## config.mk

```make
export PLATFORM = sky130hd
export DESIGN_NAME = tag_lookup_ctrl_flat
export DESIGN_NICKNAME = d
export VERILOG_FILES = /design/src/rtl/tag_lookup_ctrl_if.sv /design/src/rtl/tag_lookup_ctrl.sv /design/src/flat_wrapper.sv
export SDC_FILE = /design/constraint.sdc
export NUM_CORES = 1
export LEC_CHECK = 0
export CAP_MARGIN = 20
export CORE_MARGIN = 2
export CORE_UTILIZATION = 50
export CTS_CLUSTER_DIAMETER = 50
export DETAILED_ROUTE_END_ITERATION = 8
export PLACE_DENSITY = 0.89
export SETUP_SLACK_MARGIN = 0.02
export SLEW_MARGIN = 10
export SYNTH_ARGS = -nofsm -noshare
export SYNTH_HDL_FRONTEND = slang
export SYNTH_SLANG_ARGS = --single-unit
```

## constraint.sdc

```tcl
create_clock -name Clk -period 5.4 [get_ports Clk]
set_clock_uncertainty 0.05 [all_clocks]
set_input_delay 0.54 -clock Clk [delete_from_list [all_inputs] [get_ports Clk]]
set_output_delay 0.54 -clock Clk [all_outputs]
set_load 0.01 [all_outputs]
```

## src/rtl/tag_lookup_ctrl_if.sv

```systemverilog
// Bundles the controller's three busses: CPU request/response, memory refill
// handshake and the tag RAM port. master = controller side, slave = environment.
interface tag_lookup_ctrl_if #(
  parameter int TAG_W   = 20,
  parameter int INDEX_W = 6
);
  localparam int ADDR_W = TAG_W + INDEX_W;

  logic              ReqValid;
  logic              ReqReady;
  logic [ADDR_W-1:0] ReqAddr;
  logic              RespValid;
  logic              RespHit;
  logic              MemReq;
  logic [ADDR_W-1:0] MemAddr;
  logic              MemAck;
  logic [INDEX_W-1:0] TagAddr;
  logic [TAG_W-1:0]  TagWrData;
  logic              TagWrite;
  logic [TAG_W-1:0]  TagRdData;

  modport master (
    input  ReqValid, ReqAddr, MemAck, TagRdData,
    output ReqReady, RespValid, RespHit, MemReq, MemAddr,
           TagAddr, TagWrData, TagWrite
  );

  modport slave (
    output ReqValid, ReqAddr, MemAck, TagRdData,
    input  ReqReady, RespValid, RespHit, MemReq, MemAddr,
           TagAddr, TagWrData, TagWrite
  );
endinterface

```

## src/rtl/tag_lookup_ctrl.sv

```systemverilog
// Tag lookup controller: reads the tag RAM, compares against a local valid
// array, reports hit/miss and runs a refill handshake on a miss.
module tag_lookup_ctrl #(
  parameter int TAG_W     = 20,
  parameter int INDEX_W   = 6,
  parameter int CACHESIZE = 64,
  parameter int CNT_W     = 16
) (
  input  logic             Clk,
  input  logic             Reset,
  input  logic             Flush,
  tag_lookup_ctrl_if.master bus,
  output logic [CNT_W-1:0] HitCount,
  output logic [CNT_W-1:0] MissCount,
  output logic [2:0]       StateDbg
);
  localparam int ADDR_W = TAG_W + INDEX_W;
  localparam logic [CNT_W-1:0] CNT_ONE = {{(CNT_W-1){1'b0}}, 1'b1};

  typedef enum logic [2:0] {
    IDLE    = 3'd0,
    READ    = 3'd1,
    COMPARE = 3'd2,
    MISS    = 3'd3,
    FILL    = 3'd4,
    RESP    = 3'd5
  } state_t;

  state_t               state;
  logic [CACHESIZE-1:0] validQ;
  logic [ADDR_W-1:0]    reqAddrQ;
  logic                 flushPend;
  logic                 respValid;
  logic                 respHit;
  logic                 memReq;
  logic                 tagWrite;

  logic [INDEX_W-1:0]   reqIndex;
  logic [TAG_W-1:0]     reqTag;
  logic                 lookupHit;

  assign reqIndex  = reqAddrQ[INDEX_W-1:0];
  assign reqTag    = reqAddrQ[ADDR_W-1:INDEX_W];
  assign lookupHit = validQ[reqIndex] && (bus.TagRdData == reqTag);

  // Request handshake: a request transfers on a posedge where ReqValid and
  // ReqReady are both high; the requester holds ReqValid/ReqAddr until then.
  // ReqReady never depends on ReqValid. Refill: MemReq stays high until
  // MemAck is sampled high, and drops on that same edge.
  assign bus.ReqReady  = (state == IDLE) && !flushPend && !Flush;
  assign bus.RespValid = respValid;
  assign bus.RespHit   = respHit;
  assign bus.MemReq    = memReq;
  assign bus.MemAddr   = reqAddrQ;
  assign bus.TagAddr   = reqIndex;
  assign bus.TagWrData = reqTag;
  assign bus.TagWrite  = tagWrite;
  assign StateDbg      = state;

  always_ff @(posedge Clk or posedge Reset) begin
    if (Reset) begin
      state     <= IDLE;
      validQ    <= '0;
      reqAddrQ  <= '0;
      flushPend <= 1'b0;
      respValid <= 1'b0;
      respHit   <= 1'b0;
      memReq    <= 1'b0;
      tagWrite  <= 1'b0;
      HitCount  <= '0;
      MissCount <= '0;
    end else begin
      // A flush seen mid-lookup is remembered and applied once back in IDLE.
      if (Flush && (state != IDLE)) flushPend <= 1'b1;

      unique case (state)
        IDLE: begin
          if (flushPend || Flush) begin
            validQ    <= '0;
            flushPend <= 1'b0;
          end else if (bus.ReqValid) begin
            reqAddrQ <= bus.ReqAddr;
            state    <= READ;
          end
        end
        READ: state <= COMPARE;
        COMPARE: begin
          if (lookupHit) begin
            respHit   <= 1'b1;
            respValid <= 1'b1;
            if (HitCount != '1) HitCount <= HitCount + CNT_ONE;
            state <= RESP;
          end else begin
            if (MissCount != '1) MissCount <= MissCount + CNT_ONE;
            memReq <= 1'b1;
            state  <= MISS;
          end
        end
        MISS: begin
          if (bus.MemAck) begin
            memReq   <= 1'b0;
            tagWrite <= 1'b1;
            state    <= FILL;
          end
        end
        FILL: begin
          tagWrite         <= 1'b0;
          validQ[reqIndex] <= 1'b1;
          respHit          <= 1'b0;
          respValid        <= 1'b1;
          state            <= RESP;
        end
        RESP: begin
          respValid <= 1'b0;
          state     <= IDLE;
        end
        default: state <= IDLE;
      endcase
    end
  end
endmodule

```

## src/flat_wrapper.sv

```systemverilog
// flat-port wrapper written by rule: the top's interface ports become plain ports
module tag_lookup_ctrl_flat 
#(
  parameter int TAG_W     = 20,
  parameter int INDEX_W   = 6,
  parameter int CACHESIZE = 64,
  parameter int CNT_W     = 16
)
  (Clk, Reset, Flush, HitCount, MissCount, StateDbg, bus_ReqValid, bus_ReqAddr, bus_MemAck, bus_TagRdData, bus_ReqReady, bus_RespValid, bus_RespHit, bus_MemReq, bus_MemAddr, bus_TagAddr, bus_TagWrData, bus_TagWrite);
  tag_lookup_ctrl_if #(.TAG_W(TAG_W), .INDEX_W(INDEX_W)) bus_i ();
  input  logic Clk;
  input  logic Reset;
  input  logic Flush;
  output logic [CNT_W-1:0] HitCount;
  output logic [CNT_W-1:0] MissCount;
  output logic [2:0] StateDbg;
  input wire logic [$bits(bus_i.ReqValid)-1:0] bus_ReqValid;
  input wire logic [$bits(bus_i.ReqAddr)-1:0] bus_ReqAddr;
  input wire logic [$bits(bus_i.MemAck)-1:0] bus_MemAck;
  input wire logic [$bits(bus_i.TagRdData)-1:0] bus_TagRdData;
  output wire logic [$bits(bus_i.ReqReady)-1:0] bus_ReqReady;
  output wire logic [$bits(bus_i.RespValid)-1:0] bus_RespValid;
  output wire logic [$bits(bus_i.RespHit)-1:0] bus_RespHit;
  output wire logic [$bits(bus_i.MemReq)-1:0] bus_MemReq;
  output wire logic [$bits(bus_i.MemAddr)-1:0] bus_MemAddr;
  output wire logic [$bits(bus_i.TagAddr)-1:0] bus_TagAddr;
  output wire logic [$bits(bus_i.TagWrData)-1:0] bus_TagWrData;
  output wire logic [$bits(bus_i.TagWrite)-1:0] bus_TagWrite;
  assign bus_i.ReqValid = bus_ReqValid;
  assign bus_i.ReqAddr = bus_ReqAddr;
  assign bus_i.MemAck = bus_MemAck;
  assign bus_i.TagRdData = bus_TagRdData;
  assign bus_ReqReady = bus_i.ReqReady;
  assign bus_RespValid = bus_i.RespValid;
  assign bus_RespHit = bus_i.RespHit;
  assign bus_MemReq = bus_i.MemReq;
  assign bus_MemAddr = bus_i.MemAddr;
  assign bus_TagAddr = bus_i.TagAddr;
  assign bus_TagWrData = bus_i.TagWrData;
  assign bus_TagWrite = bus_i.TagWrite;
  tag_lookup_ctrl #(.TAG_W(TAG_W), .INDEX_W(INDEX_W), .CACHESIZE(CACHESIZE), .CNT_W(CNT_W)) u_core (.Clk(Clk), .Reset(Reset), .Flush(Flush), .bus(bus_i), .HitCount(HitCount), .MissCount(MissCount), .StateDbg(StateDbg));
endmodule
```

# == Word level (Yosys, flattened, before mapping) ==
# Cells that the tools add are included.
# word_totals
elab_cells,77
mem_bits_rw,0
memories,0
ff_bits,130
out_inout_bits,92
latch_bits,0
mem_bits_ro,0
# classes
n_bitwise,3
n_div,0
n_addsub,2
n_mux,22
shifts,0
magnitude_cmp,2
eq_ne,14
multipliers,0
reduce_logical,24
# ops
operator,count
case mux 64 bit (2 select lines),1
2-to-1 mux 64 bit,1
OR 64 bit,1
adder 16 x 1 -> 16 bit (second input constant),2
!= test 16 bit (second input constant),2
== test 20 bit,1
case mux 3 bit (5 select lines),1
AND reduction 3 bit,5
2-to-1 mux 3 bit,4
!= test 2 bit (second input constant),5
2-to-1 mux 1 bit,9
AND reduction 2 bit,4
nonzero test 2 bit,4
< comparator 6 x 7 -> 1 bit (second input constant),1
binary-select mux 1 bit (select 6 bit),1
demux 1 bit (select 6 bit),1
== test 3 x 2 -> 1 bit (second input constant),2
== test 3 bit (second input constant),2
greater-or-equal comparator 6 x 1 -> 1 bit (second input constant),1
case mux 1 bit (2 select lines),3
nonzero test 3 bit,2
logical AND 1 bit,5
== test 3 x 1 -> 1 bit (second input constant),1
zero test 3 bit,1
5 further kinds,7

# == Longest topological paths before layout ==
# Gate-level depths: netlist (run 1).
# depth
word_depth,6
depth_mapped,11
ltp_nobuf,7

# == Least setup slack after synthesis (run 1) ==
# OpenSTA, ideal clock, no wires.
# synth_path
path_kind,register to register
start,register u_core.reqAddrQ[0] (netlist: u_core.bus.MemAddr[0])
end,register u_core.MissCount[1]
slack_ns,2.737
required_ns,5.222
arrival_ns,2.485
stages_incl_launch_ff,9
setup_time_ns,0.128
cell_sequence,dfrtp_1 -> buf_4 -> mux4_2 -> mux2_2 -> a22oi_1 -> nand3_1 -> o31ai_4 -> o211ai_1 -> mux2_1
# synth_via
elab_chain_cells,5
# synth_rtl
item,line,rtl
start: declaration,tag_lookup_ctrl.sv:31,logic [ADDR_W-1:0] reqAddrQ;
start signal: assignment,tag_lookup_ctrl.sv:82,reqAddrQ <= bus.ReqAddr;
binary-select mux 1 bit (select 6 bit),tag_lookup_ctrl.sv:44,assign lookupHit = validQ[reqIndex] && (bus.TagRdData == reqTag);
2-to-1 mux 1 bit (not written as such),tag_lookup_ctrl.sv:44,
logical AND 1 bit,tag_lookup_ctrl.sv:44,
inverter 1 bit (no source line),n/a,
AND reduction 3 bit (no source line),n/a,
end signal: assignment,tag_lookup_ctrl.sv:94,if (MissCount != '1) MissCount <= MissCount + CNT_ONE;
end: declaration,tag_lookup_ctrl.sv:14,"output logic [CNT_W-1:0] MissCount,"
# Every way passes these cells. The select of a mux whose other input is x is not followed.
# A chain may end at the register's enable or synchronous reset.

# == Final worst setup path (run 1) ==
# layout_path
start,register u_core.reqAddrQ[0] (netlist: u_core.bus.MemAddr[0])
end,register u_core.HitCount[1]
# layout_via
elab_chain_cells,4
# layout_rtl
item,line,rtl
binary-select mux 1 bit (select 6 bit),tag_lookup_ctrl.sv:44,
2-to-1 mux 1 bit (not written as such),tag_lookup_ctrl.sv:44,
logical AND 1 bit,tag_lookup_ctrl.sv:44,
AND reduction 3 bit (no source line),n/a,
end signal: assignment,tag_lookup_ctrl.sv:91,if (HitCount != '1) HitCount <= HitCount + CNT_ONE;
end: declaration,tag_lookup_ctrl.sv:13,"output logic [CNT_W-1:0] HitCount,"
# Every way passes these cells. The select of a mux whose other input is x is not followed.

==> results of run 1 <==
kinds of logic (layout without fill, tap and decap cells):
kind of cell / after synthesis / count (layout)
flops: 130 / 130
mux: 56 / 56
xor+xnor: 46 / 46
simple gates: 189 / 189
compound gates: 90 / 90
buf+inv: 58 / 186
fa+ha+maj: 2 / 2
sequential cells by signal, summed over array words and instances, names as in the netlist:
register and cells:
u_core.bus.MemReq 1, u_core.bus.TagWrite 1, u_core.MissCount 16, u_core.validQ 64
u_core.bus.MemAddr 26, u_core.StateDbg 3, u_core.flushPend 1, u_core.bus.RespValid 1
u_core.HitCount 16, u_core.bus.RespHit 1
layout make-up:
class	count	area share, %
Clock buffer	19	5.56
Clock inverter	12	1.37
Inverter	4	0.215
Multi-Input combinational cell	383	32.1
Sequential cell	130	39.9
Tap cell	168	2.58
Timing Repair Buffer	151	18.2
stage by stage:
stage	hold WS (ps)	total power, W	std cells	cell area (um2)	setup slack, ps
floorplan	407	0.00214	571	6210	1340
global placement	421	0.00262	834	7570	1900
detailed placement	430	0.00267	834	7570	1810
CTS	447	0.00377	865	8140	1820
global route	464	0.00393	867	8150	1560
finish	444	0.00379	867	8150	1770
final timing paths:
path                                            start                     to  slack, ps
min in group asynchronous                       Reset  u_core.bus.MemAddr[7]        600
worst min-delay path                u_core.validQ[30]      u_core.validQ[30]        440
max in group asynchronous                       Reset   u_core.MissCount[12]       3670
worst min register to register      u_core.validQ[30]      u_core.validQ[30]        440
worst max-delay path            u_core.bus.MemAddr[0]     u_core.HitCount[1]       1770
worst max register to register  u_core.bus.MemAddr[0]     u_core.HitCount[1]       1770
worst reg2reg max path: stages, from the launching register on:
cell and delay, ps:
dfrtp_1 740, mux4_2 590, mux2_2 270, a22oi_1 250, nand3_1 200, o31ai_4 660
buf_4 330, nor3b_1 100, mux2_2 310
power by group through the flow:
stage / Clock, W / Combinational, W / Sequential (W)
finish: 0.00109 / 0.00130 / 0.00140
global placement: 0 / 0.00123 / 0.00139
detailed placement: 0 / 0.00127 / 0.00140
global route: 0.00113 / 0.00138 / 0.00143
CTS: 0.00109 / 0.00129 / 0.00139
floorplan: 0 / 0.000808 / 0.00133
metal layers:
metal | wire length [um] | part of all wire (%)
met1 | 6370 | 38
met2 | 8350 | 50
met3 | 1440 | 8.6
met4 | 528 | 3.2
met5 | 0 | 0
cells in the final DEF (no fill, tap or decap), types with 6 or more instances in the layout:
cell             Yosys  final
nor4_1              11     11
nor3_1               9      9
a22oi_1              6      6
xor2_1              25     25
a21oi_1             67     67
nand2_1             17     17
mux2_2              33     33
mux4_2              10     10
dfrtp_1            130    130
xnor2_1             21     21
nor2_1              78     78
nand4_1             16     16
buf_4               29      7
clkdlybuf4s50_1      0    142
clkbuf_16            0     17
nand3_1             21     21
mux2i_1             11     11
and3_1              10     10
clkinvlp_4           0      6
==> flow_metrics.env, run 1 <==
export IMPL_synthTopCellsByArea="dfrtp_1 52%, mux2_2 6.0%, a21oi_1 5.4%"
export IMPL_post_route_period_util_pct=67.2
export IMPL_post_route_drc_count=0
export IMPL_tightestPinTransition_ps=1090
export IMPL_synthTopCellsByCount="130 x dfrtp_1, 78 x nor2_1, 67 x a21oi_1"
export IMPL_numCtsBuffers=17
export IMPL_pin_count=143
export IMPL_gr_max_usage_layer="met2"
export IMPL_dr_pass1_iters=8
export IMPL_finalCriticalPeriod_ps=3630
export IMPL_p_int_w=0.00246
export IMPL_n_antenna_cell=0
export IMPL_rr_worst_depth=8
export IMPL_worst_path_max_delay_cell="dfrtp_1"
export IMPL_fill_cells=752
export IMPL_crit_arrival_ps=3880
export IMPL_max_stage_delay_ps=740
export IMPL_yosysWarnings=0
export IMPL_crit_path_frequent_cell="mux2_2"
export IMPL_finalNetCount=740
export IMPL_clkTransAtPathRegs_ps=60
export IMPL_final_core_util_pct=67.5
export IMPL_synth_area_per_cell_um2=10.9
export IMPL_dp_hpwl_um=11000
export IMPL_grt_pass1_wl_um=26100
export IMPL_endpoint_kind="flip-flop"
export IMPL_drt_wl_total_um=16700
export IMPL_cts_setup_buffers=0
export IMPL_async_flop_share_pct=100
export IMPL_cp_top_family="multiplexers"
export IMPL_hold_buffers=0
export IMPL_cp_depth=8
export IMPL_root_buffer="clkbuf_16"
export IMPL_dieArea_um2=13300
export IMPL_setup_viol=0
export IMPL_vias=5126
export IMPL_detail_route_iter0_violations=626
export IMPL_cp_cell_sequence="mux4_2 > mux2_2 > a22oi_1 > nand3_1 > o31ai_4 > buf_4 > nor3b_1 > mux2_2"
export IMPL_post_synth_num_cell_types=42
export IMPL_p_comb_share_pct=34.3
export IMPL_p_per_area_nw_per_um2=465
export IMPL_synth_compound_area_share_pct=8.38
export IMPL_final_max_slew_viol_count=0
export IMPL_synth_xor_area_share_pct=6.49
export IMPL_clock_latency_ps=420
export IMPL_vias_per_cell=5.91
export IMPL_rows=40
export IMPL_syn_area_um2=6210
export IMPL_synth_top_cell_by_area="dfrtp_1"
export IMPL_status="complete, no violations"
export IMPL_fmax_mhz=275
export IMPL_p_switching_w=0.00133
export IMPL_muxShareOfSynthArea_pct=11.7
export IMPL_synth_simple_gate_area_share_pct=15.0
export IMPL_clk_path_buf_depth=2
export IMPL_antenna_found_initial=0
export IMPL_synth_top_family_by_area="simple AND/OR/NAND/NOR gates"
export IMPL_relSlewSlack_pct=27.1
export IMPL_clkSinkCount=130
export IMPL_power_frac_clock_pct=28.7
export IMPL_ir_drop_mv=0.255
export IMPL_synth_ff_type="dfrtp_1"
export IMPL_die_w_um=115
export IMPL_seqPwrFrac_pct=37.0
export IMPL_fp_dieH_um=115
export IMPL_synth_nets=624
export IMPL_area_delta_synth_final_pct=31.2
export IMPL_hold_viol_final=0
export IMPL_use_met2_pct=42.7
export IMPL_netlist_area_leader_share_pct=52.4
export IMPL_ys_seq_area_share_pct=52.4
export IMPL_core_area_um2=12100
export IMPL_synth_edf_count=0
export IMPL_htree_levels=4
export IMPL_cap_violations=0
export IMPL_grt_pass1_vias=5055
export IMPL_yosys_area_share_adder_pct=0.403
export IMPL_yosysMostFrequentCell="dfrtp_1"
export IMPL_cp_required_ps=5650
export IMPL_final_layout_size_suffix_gt1_share_pct=12.4
export IMPL_crit_type="flip-flop to flip-flop"
export IMPL_leakage_nw=3.63
export IMPL_finalSetupTns_ps=0
export IMPL_grt_max_degree=72
export IMPL_use_met1_pct=31.3
export IMPL_critPathMaxFanout=17
export IMPL_cts_resized=0
export IMPL_rsz0062_at_grt="no"
export IMPL_cp_num_buf_inv=1
export IMPL_start_util_pct=51.5
export IMPL_synthCells=571
export IMPL_io_buffers=142
export IMPL_hold_path_depth=2
export IMPL_p_sw_share_pct=35.0
export IMPL_post_drt_wl_per_cell_um=19.3
export IMPL_detail_route_antenna_nets=0
export IMPL_multi_input_comb_area_um2=2620
export IMPL_cts_tree="done"
export IMPL_hold_path_class="flip-flop to flip-flop"
export IMPL_seqCellArea_um2=3250
export IMPL_ys_ff_latch=130
export IMPL_met3_usage_pct=5.28
export IMPL_grt_overflow_total=0
export IMPL_startpoint_type="flip-flop"
export IMPL_gp_congestion=0.845
export IMPL_track_usage_pct=25.4
Note: power is estimated with default switching activity, not from simulation.
==> run 2: changes to the inputs <==
- clock period: 5.4 -> 3.5 ns (I/O delays scaled with it)
==> run 2 against run 1 <==
  * Maximum frequency rose by 10%
  * Non-clock buffer count rose by 7
  * Via count rose by 3.0%
  * Global-route usage rose by 0.83 points
  * Setup slack got worse by 1600 ps
  * Total power rose by 61%
  * Register-to-register slack got worse by 1600 ps
  * Largest power group unchanged
  * Highest routed layer unchanged
==> flow_metrics.env, run 2 (synthesis gave the netlist of run 1 again) <==
export IMPL_status="complete, no violations"
export IMPL_io_buffers=142
export IMPL_numCtsBuffers=17
export IMPL_multi_input_comb_area_um2=2620
export IMPL_final_common_cell="clkdlybuf4s50_1"
export IMPL_fill_cells=750
export IMPL_p_per_area_nw_per_um2=734
export IMPL_leakage_nw=3.72
export IMPL_fp_dieH_um=115
export IMPL_p_int_w=0.00409
export IMPL_hold_path_class="primary input to asynchronous set/reset pin"
export IMPL_cp_required_ps=3740
export IMPL_clkTransAtPathRegs_ps=60
export IMPL_gp_congestion=0.871
export IMPL_p_switching_w=0.00201
export IMPL_cp_num_buf_inv=2
export IMPL_dieArea_um2=13300
export IMPL_hold_viol_final=0
export IMPL_dp_hpwl_um=11100
export IMPL_final_cell_mix="142 x clkdlybuf4s50_1, 130 x dfrtp_1, 78 x nor2_1"
export IMPL_pin_count=143
export IMPL_cts_tree="done"
export IMPL_crit_type="flip-flop to flip-flop"
export IMPL_grt_max_degree=65
export IMPL_detail_route_antenna_nets=0
export IMPL_finalSetupTns_ps=0
export IMPL_vias=5279
export IMPL_startpoint_type="flip-flop"
export IMPL_hold_buffers=0
export IMPL_tightestPinTransition_ps=1010
export IMPL_clkSinkCount=130
export IMPL_core_area_um2=12100
export IMPL_antenna_found_initial=0
export IMPL_power_frac_clock_pct=31.0
export IMPL_clock_latency_ps=410
export IMPL_r2r_end="u_core.HitCount[1]"
export IMPL_cp_cell_sequence="buf_4 > mux2i_1 > a22oi_1 > a22oi_1 > o211ai_1 > o31ai_4 > buf_12 > nor3b_1 > mux2_2"
export IMPL_grt_overflow_total=0
export IMPL_worst_path_max_delay_cell="dfrtp_1"
export IMPL_track_usage_pct=26.2
export IMPL_start_util_pct=51.5
export IMPL_dr_pass1_iters=7
export IMPL_rr_worst_depth=9
export IMPL_ir_drop_mv=0.405
export IMPL_endpoint_kind="flip-flop"
export IMPL_drt_wl_total_um=17300
export IMPL_vias_per_cell=6.04
export IMPL_setup_viol=0
export IMPL_grt_pass1_vias=5315
export IMPL_dpl_worst_slack_ps=425
export IMPL_p_sw_share_pct=33.0
export IMPL_n_antenna_cell=0
export IMPL_detail_route_iter0_violations=655
export IMPL_p_comb_share_pct=34.0
export IMPL_final_max_slew_viol_count=0
export IMPL_finalCriticalPeriod_ps=3290
export IMPL_die_w_um=115
export IMPL_cp_top_family="compound AO/OA/AOI/OAI gates"
export IMPL_seqPwrFrac_pct=35.1
export IMPL_cap_violations=0
export IMPL_rsz0062_at_grt="no"
export IMPL_grt_pass1_wl_um=27200
export IMPL_max_stage_delay_ps=650
export IMPL_area_delta_synth_final_pct=33.7
export IMPL_rows=40
export IMPL_htree_levels=4
export IMPL_crit_path_frequent_cell="a22oi_1"
export IMPL_clk_path_buf_depth=2
export IMPL_cts_setup_buffers=0
export IMPL_crit_arrival_ps=3530
export IMPL_regMostFlops="u_core.validQ"
export IMPL_largest_register_ffs=64
export IMPL_relSlewSlack_pct=32.5
export IMPL_cts_resized=0
export IMPL_post_route_period_util_pct=94.0
export IMPL_reg2reg_slack_ps=210
export IMPL_r2r_start="u_core.bus.MemAddr[0]"
export IMPL_finalNetCount=747
export IMPL_fmax_mhz=304
export IMPL_post_route_drc_count=0
export IMPL_final_layout_size_suffix_gt1_share_pct=13.2
export IMPL_setup_ws_ps=211
export IMPL_root_buffer="clkbuf_16"
export IMPL_seqCellArea_um2=3250
export IMPL_post_drt_wl_per_cell_um=19.7
export IMPL_critPathMaxFanout=31
## run 2: changes by cell type in the layout (fill, tap and decap cells not counted)
cell | before | now
buf_4 | 7 | 14
bufinv_16 | 1 | 4
clkinv_4 | 3 | 0
buf_12 | 0 | 2
buf_2 | 2 | 0
clkbuf_8 | 2 | 4
clkinvlp_4 | 6 | 4
clkbuf_1 | 0 | 1
inv_4 | 1 | 0
## run 2: cell type report
type                    count  share of cell area (%)
clock buffers              22                    5.83
well taps                 168                    2.53
multi-input cells         383                    31.5
inverters                   4                   0.226
repair buffers            158                    18.9
clock inverters             9                    1.84
flip-flops and latches    130                    39.2
## run 2: metal layers
layer  global-route usage [%]  wire length, um  vias to the layer above
li1                         -                -                     2251
met1                     31.1             6380                     2560
met2                     46.4             8670                      380
met3                     6.80             1650                       88
met4                     9.16              561                        0
met5                        0                0                        -
## run 2: power by group through the flow
stage                     logic [W]  clock network (W)  registers (W)
after floorplan             0.00125                  0        0.00206
after global placement      0.00196                  0        0.00212
after detailed placement    0.00202                  0        0.00214
after CTS                   0.00206            0.00190        0.00213
after global routing        0.00220            0.00197        0.00217
final                       0.00207            0.00189        0.00214
## run 2: per-stage QoR
step           cells  util [%]  area [um2]  hold slack, ps  total power [W]
4_1_cts          874      68.8        8300             213          0.00609
2_1_floorplan    571         -        6210             407          0.00330
3_5_place_dp     843      63.6        7670             431          0.00416
5_1_grt          874      68.8        8300             250          0.00635
3_3_place_gp     843      63.6        7670             422          0.00408
6_report         874      68.8        8300             216          0.00610
## run 2: how the worst max path moves through the flow
stage / from / end / slack [ps] / cells after the start
global placement: u_core.bus.MemAddr[0] / u_core.HitCount[2] / 490 / 8
finish: u_core.bus.MemAddr[0] / u_core.HitCount[1] / 210 / 9
detailed placement: u_core.bus.MemAddr[0] / u_core.HitCount[1] / 430 / 8
global route: u_core.bus.MemAddr[0] / u_core.HitCount[1] / 40 / 9
floorplan: u_core.bus.MemAddr[0] / u_core.MissCount[1] / 840 / 8
CTS: u_core.bus.MemAddr[0] / u_core.HitCount[1] / 250 / 9
